`config.mk`:
```
export PLATFORM = sky130hd
export DESIGN_NAME = firing_sequencer
export DESIGN_NICKNAME = d
export VERILOG_FILES = /design/src/rtl/firing_sequencer.sv
export SDC_FILE = /design/constraint.sdc
export NUM_CORES = 1
export LEC_CHECK = 0
export CAP_MARGIN = 20
export CORE_MARGIN = 5
export CORE_UTILIZATION = 55
export DETAILED_ROUTE_END_ITERATION = 7
export PLACE_DENSITY = 0.77
export SLEW_MARGIN = 0
export SYNTH_ARGS = -nofsm -noshare
export SYNTH_HDL_FRONTEND = slang
export SYNTH_SLANG_ARGS = --single-unit
```
`constraint.sdc`:
```
create_clock -name clk -period 3.2 [get_ports clk]
set_clock_uncertainty 0.05 [all_clocks]
set_input_delay 0.64 -clock clk [delete_from_list [all_inputs] [get_ports clk]]
set_output_delay 0.64 -clock clk [all_outputs]
set_load 0.01 [all_outputs]
```
`src/rtl/firing_sequencer.sv`:
```
// Firing-datapath sequencer: one SHOT per trigger press, a settle cycle, cooldown after a miss,
// and a timed reload at round end. Optional ARMED idle timeout enabled by FIRE_TIMEOUT_EN.
module firing_sequencer #(
    parameter int CNT_W           = 16,
    parameter int COOLDOWN_CYCLES = 4,
    parameter int RELOAD_CYCLES   = 8,
    parameter int TIMEOUT_CYCLES  = 1000
) (
    input  logic       clk,
    input  logic       reset,
    input  logic       trigger,
    input  logic       round_start,
    input  logic [1:0] remaining_shots,
    input  logic       is_shot,
    input  logic       fall,
    output logic [2:0] control,
    output logic       shot_fired,
    output logic       round_hit,
    output logic       round_done,
    output logic       timeout
);

    // state    | meaning
    // IDLE     | round over, waiting for round_start
    // ARMED    | waiting for a trigger press
    // FIRE     | single SHOT cycle
    // SETTLE   | datapath results valid, decide next step
    // COOLDOWN | hold after a miss before the next shot
    // RELOAD   | timed reload at round end
    typedef enum logic [2:0] {
        IDLE     = 3'd0,
        ARMED    = 3'd1,
        FIRE     = 3'd2,
        SETTLE   = 3'd3,
        COOLDOWN = 3'd4,
        RELOAD   = 3'd5
    } state_t;

    localparam logic [2:0] CTRL_RELOAD = 3'b000;
    localparam logic [2:0] CTRL_HOLD   = 3'b001;
    localparam logic [2:0] CTRL_SHOT   = 3'b011;

    localparam logic [CNT_W-1:0] CD_LOAD = CNT_W'(COOLDOWN_CYCLES - 1);
    localparam logic [CNT_W-1:0] RL_LOAD = CNT_W'(RELOAD_CYCLES - 1);
`ifdef FIRE_TIMEOUT_EN
    localparam logic [CNT_W-1:0] TO_LOAD = CNT_W'(TIMEOUT_CYCLES - 1);
`endif

    state_t           state_q, state_d;
    logic [CNT_W-1:0] cnt_q, cnt_d;
    logic             trig_q, trig_d;
    logic             round_hit_q, round_hit_d;
    logic             fire_req;
    logic             fire_ok;
    logic             done_pulse;
    logic             to_pulse;

    always_ff @(posedge clk or posedge reset) begin
        if (reset) begin
            state_q     <= IDLE;
            cnt_q       <= '0;
            trig_q      <= 1'b0;
            round_hit_q <= 1'b0;
        end else begin
            state_q     <= state_d;
            cnt_q       <= cnt_d;
            trig_q      <= trig_d;
            round_hit_q <= round_hit_d;
        end
    end

    always_comb begin
        state_d     = state_q;
        cnt_d       = cnt_q;
        trig_d      = trigger;
        round_hit_d = round_hit_q;
        done_pulse  = 1'b0;
        to_pulse    = 1'b0;
        fire_req    = trigger & ~trig_q;
        fire_ok     = fire_req & ~fall;

        case (state_q)
            IDLE: begin
                if (round_start) begin
                    state_d     = ARMED;
                    round_hit_d = 1'b0;
`ifdef FIRE_TIMEOUT_EN
                    cnt_d       = TO_LOAD;
`endif
                end
            end
            ARMED: begin
                if (fire_ok) begin
                    state_d = FIRE;
                end
`ifdef FIRE_TIMEOUT_EN
                // an accepted press in the expiry cycle takes priority over the timeout
                else if (cnt_q == '0) begin
                    state_d     = RELOAD;
                    round_hit_d = 1'b0;
                    cnt_d       = RL_LOAD;
                    to_pulse    = 1'b1;
                end else begin
                    cnt_d = cnt_q - 1'b1;
                end
`endif
            end
            FIRE: begin
                state_d = SETTLE;
            end
            SETTLE: begin
                if (is_shot) begin
                    state_d     = RELOAD;
                    round_hit_d = 1'b1;
                    cnt_d       = RL_LOAD;
                end else if (remaining_shots == 2'd0) begin
                    state_d     = RELOAD;
                    round_hit_d = 1'b0;
                    cnt_d       = RL_LOAD;
                end else begin
                    state_d = COOLDOWN;
                    cnt_d   = CD_LOAD;
                end
            end
            COOLDOWN: begin
                if (cnt_q == '0) begin
                    state_d = ARMED;
`ifdef FIRE_TIMEOUT_EN
                    cnt_d   = TO_LOAD;
`endif
                end else begin
                    cnt_d = cnt_q - 1'b1;
                end
            end
            RELOAD: begin
                if (cnt_q == '0) begin
                    state_d    = IDLE;
                    done_pulse = 1'b1;
                end else begin
                    cnt_d = cnt_q - 1'b1;
                end
            end
            default: begin
                state_d = IDLE;
            end
        endcase
    end

    // control decodes the registered state, so it moves on the edge entering each state
    always_comb begin
        control = CTRL_RELOAD;
        case (state_q)
            ARMED, SETTLE, COOLDOWN: control = CTRL_HOLD;
            FIRE:                    control = CTRL_SHOT;
            default:                 control = CTRL_RELOAD;
        endcase
    end

    assign shot_fired = (state_q == FIRE);
    assign round_hit  = round_hit_q;
    assign round_done = done_pulse;
    assign timeout    = to_pulse;

endmodule

```
==> results.yml <==
clock_tree:
  path_clk_slew_ns: 0.11
  hold_buffers: 0
  cts_root_buf: "clkbuf_4"
  cts_buffers: 3
  cts_tree: "built"
  postCtsSetupRepairBufs: 0
  cts_buffer_depth: 2
  h-tree-depth: 1
  cts_resized: 0
  clk_latency_ns: 0.31
  clock-sinks: 21
routing:
  routed-via-count: 1042
  wl_per_cell_um: 15.5
  drt_iter0_drc: 34
  postRouteAntennaNets: 0
  drtPass1Iterations: 4
  viasPerCell: 6.28
  drc: 0
  routed_wl_um: 2570
yosys:
  ys_top_cells_by_area: "dfrtp_1 43%, o31ai_1 4.3%, nor2_1 4.0%"
  synth.distinct_cells: 40
  async_flop_share_pct: 100
  yosys.area.top_type: "dfrtp_1"
  syn_inst: 129
  synth_edf_count: 0
  synthFlopType: "dfrtp_1"
  ys_ff_latch: 21
  avgSynthCellArea_um2: 9.54
  ys_warn_count: 0
  syn_area_um2: 1230
  seq_area_frac_synth_pct: 42.7
  synth_top_area_share_pct: 42.7
global_route:
  grt.met3_usage_pct: 3.17
  grt.met1_usage_pct: 23.1
  grt-ovfl-total: 0
  grt_pass1_wl_um: 4480
  grt_max_degree: 22
  grt.total_usage_pct: 17.3
  grt_pass1_vias: 997
  antenna_found_initial: 0
  use_met2_pct: 27.9
  busiest_layer: "met2"
worst_setup_path:
  critPathKind: "flop to output port"
  crit_family: "simple AND/OR/NAND/NOR gates"
  r2r-end: "cnt_q[15]"
  reg2reg_depth: 4
  critPathArrivalTime_ns: 2.33
  critPathMaxFanout: 4
  end_kind: "output port"
  start_kind: "flop"
  crit_buf_inv: 2
  max_stage_delay_ns: 0.53
  cp.required_ns: 2.51
  rrSetupSlack_ns: 0.90
  crit_chain: "inv_1 -> ha_1 -> nor3b_2 -> and4_1 -> and3_1 -> clkdlybuf4s50_1"
  r2r_start: "state_q[1]"
  crit_path_top_delay_cell: "clkdlybuf4s50_1"
job:
  cap_violations: 0
layout:
  fin_area_um2: 1380
  diodes: 0
  n_fill_cell: 200
  final_cell_count_no_fill: 166
  utilization_pct: 63.4
  drive_gt1_share_pct: 6.52
  nNetsFinal: 148
  areaGrowthSynthToFinish_pct: 11.8
floorplan:
  fp.dieH_um: 57.3
  rows: 17
  core_um2: 2170
  die_area_um2: 3280
  die-width_um: 57.3
  ioPinCount: 15
  initial_core_util_pct: 56.7
sta:
  slew_headroom_pct: 46.8
  holdWs_ns: 0.470
  period_minus_slack_ns: 3.02
  fin_setup_tns_ns: 0
  clock.fmax_mhz: 332
  rsz0062_at_grt: "no"
  worst_pin_slew_ns: 0.798
  hold_violations: 0
  final-setup-viol-count: 0
  period_share_pct: 94.3
  drv_slew: 0
place:
  dpl.hpwl_um: 1830
  dp.cells: 162
  place.gp.congestion: 0.804
  port_buffers: 12
  placed_cell_area_um2: 1350
run_status:
  run_status: "completed"
worst_hold_path:
  worstHoldPathCells: 1
  min_to: "cnt_q[7]"
  min_from: "cnt_q[7]"
  hold_path_class: "flop to flop"
pwr:
  power.leakage_nw: 0.562
  ir_drop_mv: 0.582
  p_per_area_nw_per_um2: 846
cell families (layout without fill, tap and decap cells):
family	after synthesis	count (layout)	share of synthesized area [%]
AND/OR/NAND/NOR	56	56	27.2
AO/OA/AOI/OAI	34	34	20.8
flip-flops	21	21	42.7
buffers and inverters	13	21	5.49
multiplexers	3	3	2.44
adder cells (fa/ha/maj)	1	1	1.02
other	1	2	0.305
flip-flops by register name (all words and copies together), names as in the netlist:
| name | flops |
|---|---|
| cnt_q | 16 |
| round_hit | 1 |
| trig_q | 1 |
| state_q | 3 |
cell usage after synthesis (2+ instances only):
master    number
o31ai_1        7
nand4b_1       2
dfrtp_1       21
mux2i_1        3
nor2_1        13
and4_1         2
clkbuf_1       5
buf_4          3
or3_1          3
nand3_1        4
or4_1          4
nand2b_1       4
inv_1          4
o41ai_1        2
o311ai_1       2
a21oi_1        8
and3_1         2
o21ai_0        4
nor4_1         4
o311ai_0       2
nand2_1        8
o211ai_1       4
cell usage in the layout, fill, tap and decap left out, types with 3 or more instances in the layout:
master / n
or4_1: 4
nor4_1: 4
nor2_1: 13
clkbuf_4: 3
o211ai_1: 4
mux2i_1: 3
clkdlybuf4s50_1: 12
inv_1: 4
nand2_1: 8
nand2b_1: 4
dfrtp_1: 21
o31ai_1: 7
or3_1: 3
nand3_1: 4
o21ai_0: 4
a21oi_1: 8
power by group:
part,switching [mW],total (mW),internal [mW]
Sequential,0.150,0.516,0.366
Combinational,0.274,0.517,0.244
Clock,0.0819,0.131,0.0487
Total,0.506,1.16,0.658
worst reg2reg max path, cell delays in order (launching register included):
cell and delay (ns):
dfrtp_1 0.55, or4b_4 0.63, a2111oi_4 0.38, or4b_1 0.47, a21oi_1 0.15
worst max path at each step:
stage | slack, ns | start | cells after the start | end
6_report | 0.18 | cnt_q[0] | 6 | round_done
5_1_grt | 0.04 | cnt_q[0] | 6 | round_done
4_1_cts | 0.06 | cnt_q[0] | 6 | round_done
3_5_place_dp | 0.43 | cnt_q[0] | 6 | round_done
3_3_place_gp | 0.49 | cnt_q[0] | 6 | round_done
2_1_floorplan | 1.07 | cnt_q[0] | 5 | round_done
stage by stage:
step / worst slack, ns / total power [mW]
2_1_floorplan: 1.07 / 0.885
3_3_place_gp: 0.486 / 1.00
3_5_place_dp: 0.429 / 1.03
4_1_cts: 0.0568 / 1.16
5_1_grt: 0.0424 / 1.26
6_report: 0.184 / 1.16
per-layer routing:
| layer | up-vias | wire length, um |
|---|---|---|
| met5 | - | 0 |
| met4 | 0 | 34 |
| met3 | 4 | 104 |
| met2 | 26 | 1190 |
| met1 | 501 | 1240 |
| li1 | 511 | - |
area by class of cell:
type	instances	area (um2)	share of cell area, %
Clock buffer	4	26.3	1.91
Timing Repair Buffer	13	128	9.27
Inverter	4	15.0	1.09
Multi-Input combinational cell	96	647	47.0
Sequential cell	21	526	38.2
Tap cell	28	35.0	2.55
No activity file was read; power rests on OpenSTA's default activity.
